**config.mk**
```make
export PLATFORM = sky130hd
export DESIGN_NAME = fact_mmio_if
export DESIGN_NICKNAME = d
export VERILOG_FILES = /design/src/rtl/fact_pkg.sv /design/src/rtl/fact_wdog.sv /design/src/rtl/fact_mmio_if.sv
export SDC_FILE = /design/constraint.sdc
export NUM_CORES = 1
export LEC_CHECK = 0
export ABC_AREA = 1
export BUFFER_PORTS_ARGS = -buffer_cell sky130_fd_sc_hd__clkbuf_2
export CAP_MARGIN = 40
export CORE_ASPECT_RATIO = 0.8
export CORE_MARGIN = 4
export CORE_UTILIZATION = 45
export DETAILED_ROUTE_END_ITERATION = 6
export PLACE_DENSITY = 0.82
export SLEW_MARGIN = 20
export SYNTH_ARGS = -nofsm -noshare
export SYNTH_HDL_FRONTEND = slang
export SYNTH_SLANG_ARGS = --single-unit
```
**constraint.sdc**
```tcl
create_clock -name clk -period 1.61 [get_ports clk]
set_input_delay 0.322 -clock clk [delete_from_list [all_inputs] [get_ports clk]]
set_output_delay 0.322 -clock clk [all_outputs]
set_load 0.02 [all_outputs]
```
**src/rtl/fact_pkg.sv**
```systemverilog
// Shared definitions for the factorial accelerator bus interface:
// FSM state encoding, register offsets and STATUS bit positions.
package fact_pkg;

  // Default operand width handed to the factorial core
  localparam int FACT_N_WIDTH_DEF = 4;

  // Controller states
  typedef enum logic [1:0] {
    ST_IDLE  = 2'd0,
    ST_START = 2'd1,
    ST_WAIT  = 2'd2,
    ST_DONE  = 2'd3
  } fact_state_t;

  // Word offsets (address bits [3:2])
  localparam logic [1:0] FACT_N      = 2'd0;
  localparam logic [1:0] FACT_GO     = 2'd1;
  localparam logic [1:0] FACT_STATUS = 2'd2;
  localparam logic [1:0] FACT_RESULT = 2'd3;

  // STATUS register bit positions
  localparam int STAT_DONE = 0;
  localparam int STAT_ERR  = 1;
  localparam int STAT_BUSY = 2;
  localparam int STAT_TMO  = 3;

  // Assemble the 4-bit STATUS field from its flags
  function automatic logic [3:0] pack_status(input logic tmo, input logic busy,
                                             input logic err, input logic done);
    logic [3:0] s;
    s            = 4'b0;
    s[STAT_TMO]  = tmo;
    s[STAT_BUSY] = busy;
    s[STAT_ERR]  = err;
    s[STAT_DONE] = done;
    return s;
  endfunction

endpackage

```
**src/rtl/fact_wdog.sv**
```systemverilog
// Watchdog: loadable up-counter with a terminal-count flag. The flag is
// raised while the count sits at TERMINAL-1, i.e. during the TERMINAL-th
// enabled cycle after a load.
module fact_wdog #(
  parameter int TERMINAL = 64,
  parameter int WIDTH    = $clog2(TERMINAL)
) (
  input  logic clk,
  input  logic rst,
  input  logic load,
  input  logic en,
  output logic tc
);

  localparam logic [WIDTH-1:0] TERM_VAL = WIDTH'(TERMINAL - 1);

  logic [WIDTH-1:0] count_reg;

  // Count enabled cycles; load clears, reset clears
  always_ff @(posedge clk) begin
    if (rst) begin
      count_reg <= '0;
    end else if (load) begin
      count_reg <= '0;
    end else if (en) begin
      count_reg <= count_reg + 1'b1;
    end
  end

  assign tc = (count_reg == TERM_VAL);

endmodule

```
**src/rtl/fact_mmio_if.sv**
```systemverilog
// MIPS data-bus interface for the factorial accelerator: N/GO/STATUS/RESULT
// register file, one-cycle start pulse, sticky outcome flags and a watchdog
// that ends a run whose core never answers.
module fact_mmio_if
  import fact_pkg::*;
#(
  parameter int N_WIDTH        = FACT_N_WIDTH_DEF,
  parameter int DATA_WIDTH     = 32,
  parameter int TIMEOUT_CYCLES = 64
) (
  input  logic                  clk,
  input  logic                  rst,
  input  logic                  we,
  input  logic [1:0]            a,
  input  logic [DATA_WIDTH-1:0] wd,
  output logic [DATA_WIDTH-1:0] rd,
  output logic                  core_go,
  output logic [N_WIDTH-1:0]    core_n,
  input  logic                  core_done,
  input  logic                  core_err,
  input  logic [DATA_WIDTH-1:0] core_result
);

  fact_state_t state_reg, state_next;

  logic [N_WIDTH-1:0]    n_reg;
  logic                  go_reg;
  logic                  done_reg;
  logic                  err_reg;
  logic                  tmo_reg;
  logic [DATA_WIDTH-1:0] result_reg;

  logic busy;
  logic start;
  logic wdog_tc;
  logic unused_wd;

  // Only the low N_WIDTH bits of write data carry meaning
  assign unused_wd = &{1'b0, wd[DATA_WIDTH-1:N_WIDTH]};

  // START counts as busy so the operand cannot change under the core
  assign busy  = (state_reg == ST_START) || (state_reg == ST_WAIT);
  assign start = we && (a == FACT_GO) && wd[0] &&
                 ((state_reg == ST_IDLE) || (state_reg == ST_DONE));

  assign core_n = n_reg;

  fact_wdog #(
    .TERMINAL(TIMEOUT_CYCLES)
  ) u_wdog (
    .clk (clk),
    .rst (rst),
    .load(state_reg == ST_START),
    .en  (state_reg == ST_WAIT),
    .tc  (wdog_tc)
  );

  // State register
  always_ff @(posedge clk) begin
    if (rst) begin
      state_reg <= ST_IDLE;
    end else begin
      state_reg <= state_next;
    end
  end

  // Next-state logic and start pulse
  always_comb begin
    state_next = state_reg;
    core_go    = 1'b0;
    case (state_reg)
      ST_IDLE:  if (start) state_next = ST_START;
      ST_START: begin
        core_go    = 1'b1;
        state_next = ST_WAIT;
      end
      ST_WAIT:  if (core_err || core_done || wdog_tc) state_next = ST_DONE;
      ST_DONE:  if (start) state_next = ST_START;
      default:  state_next = ST_IDLE;
    endcase
  end

  // Register file writes and outcome capture
  always_ff @(posedge clk) begin
    if (rst) begin
      n_reg      <= '0;
      go_reg     <= 1'b0;
      done_reg   <= 1'b0;
      err_reg    <= 1'b0;
      tmo_reg    <= 1'b0;
      result_reg <= '0;
    end else begin
      if (we && !busy) begin
        case (a)
          FACT_N:  n_reg  <= wd[N_WIDTH-1:0];
          FACT_GO: go_reg <= wd[0];
          default: ;
        endcase
      end
      case (state_reg)
        ST_IDLE, ST_DONE: begin
          // Clear outcome on the edge into START so START already reads clean
          if (start) begin
            done_reg   <= 1'b0;
            err_reg    <= 1'b0;
            tmo_reg    <= 1'b0;
            result_reg <= '0;
          end
        end
        ST_WAIT: begin
          if (core_err) begin
            err_reg    <= 1'b1;
            result_reg <= '0;
            go_reg     <= 1'b0;
          end else if (core_done) begin
            done_reg   <= 1'b1;
            result_reg <= core_result;
            go_reg     <= 1'b0;
          end else if (wdog_tc) begin
            tmo_reg    <= 1'b1;
            err_reg    <= 1'b1;
            go_reg     <= 1'b0;
          end
        end
        default: ;
      endcase
    end
  end

  // Read mux, zero-extended
  always_comb begin
    rd = '0;
    case (a)
      FACT_N:      rd = DATA_WIDTH'(n_reg);
      FACT_GO:     rd = DATA_WIDTH'(go_reg);
      FACT_STATUS: rd = DATA_WIDTH'(pack_status(tmo_reg, busy, err_reg, done_reg));
      default:     rd = result_reg;
    endcase
  end

endmodule

```
==> run metrics <==
outcome=finished clean; Pwr Density=2203 mW/mm2; initial DRC count=116; grt total ovfl=0; Worst VDD drop=942.4 uV; Critical Path End Type=primary output; worst hold path class=in -> reg; Rel. slew slack=81.93%; hold_buf cts=0; total wire length=6.282 mm; fin. max-slew vios=0; Max H-tree Level=2; TritonCTS clock tree=built; largest net degree at the start of global routing=39; # clock sinks=48; worst skew pair latency=0.29 ns; launching element type of the critical path=flip-flop; Die ar.=0.006912 mm2; Hold Vio Cnt, Final=0; Reg area=963.4 um2; max-cap viol count=0; Synth cell types=21; Slew @ Worst Pin=0.2701 ns; Final nets=558; fin crit period=1.567 ns; hpwl dp=4.334 mm; vias per cell=4.779; fill count=538; layout cells sized above 1=25.62%; top post-synthesis cells by area=dfxtp_1 (38%), nand2_1 (15%), nor2_1 (12%); worst-path maximum fanout=3; Peak Freq=0.6380 GHz; Reg clk slew, reported paths=0.09 ns; Initial Util=46.43%; DRC errors left=0; Crit path largest cell delay=0.39 ns; Tcrit/Tclk final=97.36%; xor/xnor share of the synthesized area=0.3452%; first drt pass iteration count=4; die height=75.17 um; number of flip-flops in the largest register=32; Num CTS Buffers=5; PortBufs=79; CP Cell Sequence=ha_4 > o211ai_1 > buf_4; Setup Viol. Count Final=0; kind of critical path=reg -> out; global route hottest layer=met2; Ports=108; post-layout util=60.65%; core box area=0.005465 mm2; via count=2,686; number of antenna-violating nets in the routed design=0; DIE WIDTH=91.96 um; synthesized instance count=404; P_leak=1.530 nW; Mapped Nets=479; vias in the first global route=2,332; most frequent cells in the layout=nand2_1 (101), nor2_1 (80), clkbuf_2 (78); top-area cell type share of the netlist area=37.87%; flops & latches, synth=48; met3 usage=3.796%; CP Buf/Inv Count=1; skew final=0.002651 ns; Yosys warnings=0; row count=24; CTS max path bufs=2; first-pass GRT wire length=9.908 mm; gate family responsible for the most delay along the worst path=flip-flops; Compound-Gate Fraction of Synth Area=10.50%; drt wl/cell=11.18 um; initial antenna violation count=0; mapped cell area=0.002537 mm2; most common cell after layout, fill and taps aside=nand2_1; syn avg cell area=6.281 um2; WP data required=1.29 ns; GR Util met2=30.66%; largest family of logic cells by synthesized area=simple AND/OR/NAND/NOR gates; synthesized-area fraction occupied by adder cells=1.972%; post-synthesis mux area share=0%; unrepaired setup endpoints after global routing=true; Area Growth Syn to Fin=30.62%; Ant. Diodes=0; Final Hold Slack=0.2261 ns; Root Buffer=clkbuf_8; area of the multi-input gates=0.001316 mm2; met1 usage=21.94%; Synth area leader=dfxtp_1; Crit-path slowest cell=dfxtp_2; CP Data Arrival Time=1.25 ns; All-Layer GR Usage=17.37%; Seq/Total Area, Yosys=37.87%; RePlAce Congestion=0.8474; post-synthesis simple-gate area fraction=37.08%
==> per-layer routing <==
metal / vias up / part of all wire (%) / routed length (um)
met4: 0 / 0.99 / 62
li1: 1413 / - / -
met5: - / 0 / 0
met1: 1184 / 46 / 2877
met3: 9 / 6.1 / 381
met2: 80 / 47 / 2961
==> Yosys cell counts <==
master and n:
nor2_1 81, nor3b_1 1, ha_1 4, nand3_1 39, nand2_2 1, nor2_4 2
inv_1 44, buf_1 3, o2111ai_1 1, a21oi_1 40, buf_2 14, dfxtp_1 48
nand2_1 102, o21ai_0 7, inv_2 2, buf_6 4, nor2_2 2, nor3_1 2
xor2_1 1, clkbuf_1 3, o211ai_1 3
==> area by class of cell <==
class	instances	area share, %
clock buffers	5	2.076
clock inverters	3	1.284
inverters	46	5.210
multi-input cells	286	39.71
flip-flops and latches	48	29.07
well taps	78	2.945
repair buffers	96	19.71
==> per-stage QoR <==
stage	worst slack (ns)	setup TNS [ns]	std cells	cell area, um2	total power, mW
final	0.04257	0	562	3314	7.301
after global routing	-0.01012	-0.04908	562	3314	7.976
after CTS	0.004341	0	558	3182	6.629
after detailed placement	0.06032	0	549	3045	5.673
after global placement	0.07815	0	549	3045	5.581
after floorplan	0.1326	0	404	2537	4.836
==> worst register-to-register path: stages (launching register included) <==
cell       delay [ns]
dfxtp_2          0.39
ha_4             0.22
buf_4            0.16
nor2_4           0.09
nor2_4           0.05
buf_12           0.14
clkbuf_16        0.18
a21oi_1          0.17
nor2_1           0.06
==> cells by family (layout without fill, tap and decap cells) <==
kind of cell	after synthesis	count (layout)
buffers and inverters	70	150
adder cells (fa/ha/maj)	4	4
XOR/XNOR	1	1
AO/OA/AOI/OAI	51	51
AND/OR/NAND/NOR	230	230
flip-flops	48	48
==> report_power, final <==
group / leakage [nW] / switching [mW] / internal, mW / total [mW]
clock network: 0.0541 / 0.406 / 0.460 / 0.866
logic: 1.08 / 2.48 / 2.02 / 4.50
registers: 0.394 / 0.256 / 1.68 / 1.93
total: 1.53 / 3.15 / 4.16 / 7.30
==> repair_timing <==
item | 4_1_cts | 5_1_grt
setup buffers | 1 | 1
gates resized for setup | 4 | 13
pin swaps | 2 | 1
endpoints found under the setup margin | 1 | 33
cloned | 0 | 3
==> worst paths after layout <==
check	from	to	slack [ns]	cells past startpoint
worst max-delay path	state_reg[1]	rd[2]	0.04	3
worst min-delay path	rst	state_reg[1]	0.23	2
worst max register to register	state_reg[1]	result_reg[16]	0.05	8
worst min register to register	tmo_reg	tmo_reg	0.46	2
Power figures use the tool's default switching activity.
